**src/rtl/result_fifo.sv**
```systemverilog
// result_fifo: small synchronous FIFO that buffers results from the adder
// pipeline until the consumer takes them.
//
// Behaviour summary:
//   - push when in_valid && in_ready, pop when out_valid && out_ready
//   - one cycle from push to visibility, no fall-through path
//   - a push into a full FIFO is dropped and sets the sticky overflow flag,
//     even if a pop happens in the same cycle
//   - clr empties the FIFO and clears overflow, overriding push and pop
//   - out_data reads as zero whenever the FIFO is empty, so stale storage
//     contents are never visible
//
// Optional feature, enabled by defining RESULT_FIFO_ACCUM_EN:
//   adds a 16-bit output 'acc' holding the wrapping sum of every popped
//   out_data value; it is cleared by reset and by clr.

module result_fifo #(
    parameter int WIDTH = 9,
    parameter int DEPTH = 4
) (
    input  logic                     clk,
    input  logic                     flush_n,
    input  logic                     clr,
    input  logic                     in_valid,
    input  logic [WIDTH-1:0]         in_data,
    output logic                     in_ready,
    output logic                     out_valid,
    output logic [WIDTH-1:0]         out_data,
    input  logic                     out_ready,
    output logic [$clog2(DEPTH):0]   count,
    output logic                     overflow
`ifdef RESULT_FIFO_ACCUM_EN
    ,
    output logic [15:0]              acc
`endif
);

    localparam int AW = $clog2(DEPTH);
    localparam int CW = AW + 1;
    localparam logic [CW-1:0] FULL_COUNT = CW'(DEPTH);

    logic [WIDTH-1:0] mem [DEPTH];
    logic [AW-1:0]    wr_ptr;
    logic [AW-1:0]    rd_ptr;
    logic             full;
    logic             empty;
    logic             push;
    logic             pop;

    assign full      = (count == FULL_COUNT);
    assign empty     = (count == '0);
    assign in_ready  = !full;
    assign out_valid = !empty;

    // clr wins over both handshakes, so neither push nor pop fires with it
    assign push = in_valid && !full && !clr;
    assign pop  = out_valid && out_ready && !clr;

    // Head entry is masked to zero when empty so storage never leaks out
    assign out_data = empty ? '0 : mem[rd_ptr];

    // Storage array: written on push only, never reset (masked when empty)
    always_ff @(posedge clk) begin
        if (push) begin
            mem[wr_ptr] <= in_data;
        end
    end

    // Pointers and occupancy; pointers wrap naturally since DEPTH is 2^AW
    always_ff @(posedge clk or negedge flush_n) begin
        if (!flush_n) begin
            wr_ptr <= '0;
            rd_ptr <= '0;
            count  <= '0;
        end else if (clr) begin
            wr_ptr <= '0;
            rd_ptr <= '0;
            count  <= '0;
        end else begin
            if (push) begin
                wr_ptr <= wr_ptr + AW'(1);
            end
            if (pop) begin
                rd_ptr <= rd_ptr + AW'(1);
            end
            case ({push, pop})
                2'b10:   count <= count + CW'(1);
                2'b01:   count <= count - CW'(1);
                default: count <= count;
            endcase
        end
    end

    // Sticky overflow: set whenever a result arrives while full
    always_ff @(posedge clk or negedge flush_n) begin
        if (!flush_n) begin
            overflow <= 1'b0;
        end else if (clr) begin
            overflow <= 1'b0;
        end else if (in_valid && full) begin
            overflow <= 1'b1;
        end
    end

`ifdef RESULT_FIFO_ACCUM_EN
    // Running sum of popped values, zero-extended and wrapping at 16 bits
    always_ff @(posedge clk or negedge flush_n) begin
        if (!flush_n) begin
            acc <= '0;
        end else if (clr) begin
            acc <= '0;
        end else if (pop) begin
            acc <= acc + 16'(out_data);
        end
    end
`endif

endmodule

```
**config.mk**
```make
export PLATFORM = sky130hd
export DESIGN_NAME = result_fifo
export DESIGN_NICKNAME = d
export VERILOG_FILES = /design/src/rtl/result_fifo.sv
export SDC_FILE = /design/constraint.sdc
export NUM_CORES = 1
export LEC_CHECK = 0
export CAP_MARGIN = 20
export CORE_MARGIN = 2
export CORE_UTILIZATION = 25
export DETAILED_ROUTE_END_ITERATION = 8
export GPL_ROUTABILITY_DRIVEN = 0
export MAX_ROUTING_LAYER = met4
export SYNTH_ARGS = -nofsm -noshare
export SYNTH_HDL_FRONTEND = slang
export SYNTH_SLANG_ARGS = --single-unit
```
**constraint.sdc**
```tcl
create_clock -name clk -period 2.8 [get_ports clk]
set_input_delay 0.42 -clock clk [delete_from_list [all_inputs] [get_ports clk]]
set_output_delay 0.42 -clock clk [all_outputs]
set_load 0.02 [all_outputs]
```
==> metrics.md, run 1 <==
| Metric | Value |
|---|---|
| CTS tree | `yes` |
| Setup tns final | `0 ns` |
| Tcrit/Tclk final | `0.929` |
| Design area | `2540 sq um` |
| Seq/Total Area, Yosys | `0.636` |
| Ys flop type | `edfxtp_1` |
| CTS H-tree lvls | `2` |
| Ys async rst share | `0.182` |
| DRT Wirelength | `3.72 mm` |
| Largest cells by area after synthesis | `edfxtp_1 54%, mux4_2 10%, dfrtp_1 9.9%` |
| Max_cap viols | `0` |
| Sequential power share | `0.477` |
| Row count | `32` |
| Placed cells | `259` |
| Pint | `1.17 mW` |
| PwrDens | `630 nW/um^2` |
| Area share of the largest cell type after synthesis | `0.537` |
| Hold Violations, Final | `0` |
| Synth warnings | `0` |
| Status | `finished clean` |
| Sw Share | `0.267` |
| Die area | `8790 sq um` |
| Most common cell after layout, fill and taps aside | `edfxtp_1` |
| Most frequent cells in the layout | `36 x edfxtp_1, 28 x clkdlybuf4s50_1, 9 x mux4_2, 9 x nor2b_1` |
| Clock Power Share | `0.313` |
| Gate power share | `0.210` |
| Tmin final | `2.60 ns` |
| Setup violators final | `0` |
| Setup CP Type | `register to output pin` |
| Post-CTS repair timing setup buffer count | `0` |
| Non-filler cells, final | `267` |
| Port Buffers | `28` |
| Largest net degree at the start of global routing | `16` |
| Vias | `1171` |
| VDD IR max | `0.248 mV` |
| DR WL/cell | `13.9 um` |
| 1st-pass router iterations | `5` |
| # nets final | `183` |
| Initial antenna violation count | `0` |
| Skew-Pair Late Insertion Delay | `0.30 ns` |
| CP Capture Type | `output pin` |
| Worst Path Required | `2.38 ns` |
| Layout area overhead | `26.4%` |
| RSZ-0062 raised after global routing | `false` |
| Synth Register Bits | `44` |
| CTS buffer count | `5` |
| Clk buf depth | `2` |
| Core Region | `7770 sq um` |
| Post-synth EDFFs | `36` |
| Die height | `93.7 um` |
| P_leak | `0.851 nW` |
| Worst-path clk slew | `0.09 ns` |
| CTS sink cnt | `44` |
| Mean Syn Cell Area | `15.5 sq um` |
| Worst Path Arrival | `2.18 ns` |
| Cell Area, Synth | `2010 sq um` |
| DRC | `0` |
| DP Area | `2420 sq um` |
| Grt total ovfl | `0` |
| Startpoint types | `register` |
| Total GRT Usage | `0.0947` |
| ANT nets after route | `0` |
| N_diodes | `0` |
| Tightest Pin Transition | `0.510 ns` |
| Clock Tree Root | `clkbuf_8` |
| Wire length of the first global-routing pass | `6.07 mm` |
| Tightest slew margin relative to the limit | `0.660` |
| Place WS | `0.371 ns` |
| Die width | `93.7 um` |
| Yosys top cell by area | `edfxtp_1` |
| Overall Power | `1.60 mW` |
| Layout Skew | `0.0124 ns` |
| Worst-path maximum fanout | `9` |
| Peak Freq | `385 MHz` |
| Vias/cell | `4.39` |
| P_sw | `427 uW` |
| Worst Hold Class | `input pin to asynchronous set/reset pin` |
| Critical Path Start | `rd_ptr[0]$_DFFE_PN0P_` |
| Share of cells above drive strength 1 | `0.176` |
| Number of global-route vias before repair | `1164` |
| Net Count, Synth | `149` |
| Ports | `29` |
| Slew Viols, Final | `0` |
| DP HPWL | `2.51 mm` |
| Yosys cell types | `34` |
| Crit Reg-Reg Startpoint | `count[1]$_DFFE_PN0P_` |
| Synth Instances | `130` |
| Initial core utilization | `0.259` |
| Initial DRC count | `79` |
| Final worst slack | `0.199 ns` |
-- flip-flops by register name, indices dropped and copies added (netlist names) --
name and count:
count 3, overflow 1, wr_ptr 2, mem 36
rd_ptr 2
-- routing by layer --
layer	GRT usage	vias up	wire, um
li1	-	557	-
met1	0.123	563	1680
met2	0.141	38	1780
met3	0.0321	13	200
met4	0.0290	0	70
met5	-	-	0
-- synth_stat cells, types with 3 or more instances --
cell type / instances
buf_4: 5
edfxtp_1: 36
and2_1: 4
ha_1: 4
nor2b_1: 9
nand3_1: 3
dfrtp_1: 8
nor2_1: 7
inv_1: 8
a21oi_1: 6
o21ai_0: 3
mux4_2: 9
-- final timing paths --
check / slack (ns) / cells after the start / to
setup / recovery: 0.20 / 4 / out_data[5]
min in group clk: 0.52 / 2 / overflow$_DFFE_PN0P_
hold / removal: 0.41 / 1 / wr_ptr[0]$_DFFE_PN0P_
hold reg to reg: 0.52 / 2 / overflow$_DFFE_PN0P_
max in group asynchronous: 2.08 / 1 / rd_ptr[0]$_DFFE_PN0P_
setup reg to reg: 0.52 / 6 / count[2]$_DFFE_PN0P_
-- per-stage QoR --
step / util / hold WS, ns
final: 0.327 / 0.410
after global routing: 0.327 / 0.455
after CTS: 0.327 / 0.426
after detailed placement: 0.312 / 0.503
after global placement: 0.312 / 0.498
after floorplan: - / 0.124
-- power groups by stage --
stage | combinational [mW] | sequential (mW) | clock [mW]
final | 0.336 | 0.764 | 0.501
after floorplan | 0.210 | 0.769 | 0
after global routing | 0.369 | 0.769 | 0.536
after CTS | 0.342 | 0.763 | 0.511
after detailed placement | 0.340 | 0.778 | 0
after global placement | 0.337 | 0.776 | 0
-- cell families (layout without fill, tap and decap cells) --
group	Yosys count	in the layout	synth area share
DFF	44	44	0.636
xor gates and xnor gates	4	4	0.0174
muxes	9	9	0.101
and+or+nand+nor	33	33	0.103
AOI/OAI and AO/OA	19	19	0.0677
adders and majority gates	5	5	0.0348
buffers and inverters	16	51	0.0404
-- area by class of cell --
type,instances,area (sq um)
fill,794,5220
sequential,44,1280
multi-input combinational,70,657
timing repair buffer,35,333
tap,102,128
clock buffer,5,68.8
clock inverter,3,46.3
inverter,8,30.0
-- critical path, cell delays in order, from the launching register on --
cell and delay, ns:
dfrtp_1 0.40, buf_4 0.25, mux4_2 0.53, nor2b_1 0.15
clkdlybuf4s50_1 0.56
-- timing repair --
item,in CTS,in global routing
hold buffers,0,0
gates resized for setup,0,1
endpoints found under the setup margin,0,1
(Power assumes the default switching activity.)
==> run 2: changes to the inputs <==
- MAX_ROUTING_LAYER: met4 -> default
- clock period: 2.8 -> 2.45 ns (I/O delays scaled with it)
==> run 2 against run 1 <==
Effect of this change:
- sequential power rose by 14%
- non-clock buffer count rose by 8
- combinational power rose by 15%
- clock-buffer cell count did not move
- via count rose by 0.60%
- final cell count rose by 3.0%
- global-route usage fell by 0.62 points
- critical path type unchanged
- critical endpoint is now in_ready
- largest cell class unchanged
==> metrics.md, run 2 (synthesized netlist as in run 1, its figures left out) <==
| Metric | Value |
|---|---|
| Status | `finished clean` |
| Top Registers | `mem x36, count x3` |
| Row count | `32 (unchanged)` |
| N_diodes | `0 (unchanged)` |
| Layout area overhead | `29.6%` |
| Die height | `93.7 um (unchanged)` |
| Most common cell after layout, fill and taps aside | `edfxtp_1` |
| Layout Skew | `0.00450 ns (-0.00793 ns)` |
| Share of cells above drive strength 1 | `0.214 (+0.0381)` |
| Flop2flop setup slack | `0.29 ns (-0.23 ns)` |
| Tmin final | `2.31 ns` |
| P_leak | `0.926 nW (+8.8%)` |
| Tightest slew margin relative to the limit | `0.681 (+0.0212)` |
| Vias/cell | `4.28 (-2.3%)` |
| CTS sink cnt | `44 (unchanged)` |
| Total GRT Usage | `0.0884 (-0.00622)` |
| Non-filler cells, final | `275 (+3.0%)` |
| Post-CTS repair timing setup buffer count | `0 (unchanged)` |
| Largest net degree at the start of global routing | `15 (-1)` |
| Die width | `93.7 um (unchanged)` |
| Vias | `1178 (+0.60%)` |
| DP Area | `2490 sq um (+3.0%)` |
| Placed cells | `267 (+3.1%)` |
| Grt total ovfl | `0 (unchanged)` |
| Worst-path clk slew | `0.08 ns (about the same)` |
| DRC | `0 (unchanged)` |
| Startpoint types | `register` |
| Slew Viols, Final | `0 (unchanged)` |
| CTS tree | `yes` |
| Max reg flops | `36 (unchanged)` |
| CTS H-tree lvls | `2 (unchanged)` |
| Overall Power | `1.80 mW (+12%)` |
| Core Region | `7770 sq um (unchanged)` |
| VDD IR max | `0.307 mV (+24%)` |
| Setup violators final | `0 (unchanged)` |
| Max_cap viols | `0 (unchanged)` |
| CTS buffer count | `5 (unchanged)` |
| CP Capture Type | `output pin` |
| Die area | `8790 sq um (unchanged)` |
| Port Buffers | `28 (unchanged)` |
| 1st-pass router iterations | `4 (-1)` |
| Peak Freq | `432 MHz` |
| RSZ-0062 raised after global routing | `false` |
| # hold bufs at CTS | `0 (unchanged)` |
| PwrDens | `690 nW/um^2 (+9.6%)` |
| ANT nets after route | `0 (unchanged)` |
| Initial DRC count | `54 (-32%)` |
| Worst Path Required | `2.08 ns (-0.30 ns)` |
| Wire length of the first global-routing pass | `5.84 mm (-3.9%)` |
| Initial antenna violation count | `0 (unchanged)` |
| Worst Hold Class | `input pin to asynchronous set/reset pin` |
| DP HPWL | `2.56 mm (+1.8%)` |
| DRT Wirelength | `3.67 mm (-1.6%)` |
| Hold Violations, Final | `0 (unchanged)` |
| Number of global-route vias before repair | `1137 (-2.3%)` |
| Setup CP Type | `register to output pin` |
| Design area | `2610 sq um (+2.6%)` |
| Clk buf depth | `2 (unchanged)` |
| Tightest Pin Transition | `0.476 ns (-0.0334 ns)` |
| Tcrit/Tclk final | `0.944` |
| Clock Tree Root | `clkbuf_8` |
| Skew-Pair Late Insertion Delay | `0.29 ns (about the same)` |
| Most frequent cells in the layout | `36 x edfxtp_1, 19 x clkdlybuf4s50_1, 14 x buf_4` |
| DR WL/cell | `13.3 um (-4.4%)` |
| Initial core utilization | `0.259 (unchanged)` |
| # nets final | `191 (+4.4%)` |
| Setup tns final | `0 ns (unchanged)` |
| Worst Path Arrival | `1.95 ns (-0.23 ns)` |
| Ports | `29 (unchanged)` |
| Top reg by flops | `mem` |
| Worst-path maximum fanout | `7 (-2)` |
## run 2: cell types whose count changed in the layout (fill, tap and decap cells not counted), sizes merged
cell | before | now
clkdlybuf4s50 | 28 | 19
dlygate4sd2 | 0 | 9
buf | 7 | 15
clkinv | 0 | 2
clkinvlp | 1 | 0
inv | 9 | 8
## run 2: metal layers
metal  up-vias  GRT usage  part of all wire
li1        574          -                 -
met1       577      0.111              0.44
met2        20      0.143              0.50
met3         7     0.0273             0.045
met4         0     0.0326             0.013
met5         -          0                 0
## run 2: layout make-up
cell class | instances | area, sq um
sequential | 44 | 1280
inverter | 8 | 30.0
clock inverter | 3 | 42.5
tap | 102 | 128
clock buffer | 5 | 68.8
multi-input combinational | 70 | 663
fill | 792 | 5160
timing repair buffer | 43 | 394
## run 2: report_power, final
group	internal, mW	leakage, nW	switching, mW
registers	0.840	0.433	0.0306
logic	0.196	0.437	0.193
clock network	0.302	0.0558	0.240
## run 2: critical path: stages (launching register included)
cell	delay, ns
dfrtp_1	0.49
buf_4	0.21
nor3b_4	0.28
inv_1	0.11
clkdlybuf4s50_1	0.56
## run 2: final timing paths
check,end,cells after the start,startpoint
setup / recovery,in_ready,4,count[0]$_DFFE_PN0P_
hold / removal,count[2]$_DFFE_PN0P_,1,flush_n
setup reg to reg,count[2]$_DFFE_PN0P_,6,count[0]$_DFFE_PN0P_
hold reg to reg,overflow$_DFFE_PN0P_,2,overflow$_DFFE_PN0P_
max in group asynchronous,count[1]$_DFFE_PN0P_,1,flush_n
min in group clk,overflow$_DFFE_PN0P_,2,overflow$_DFFE_PN0P_
## run 2: metrics by stage
stage,setup slack (ns),utilization,hold slack (ns)
after floorplan,0.193,-,0.0719
after global placement,0.158,0.321,0.486
after detailed placement,0.0988,0.321,0.491
after CTS,0.0224,0.335,0.380
after global routing,0.0290,0.336,0.392
final,0.136,0.336,0.364
## run 2: repair_timing
item,in CTS,in global routing
endpoints found under the setup margin,10,1
resized for setup,10,2
cloned,0,0
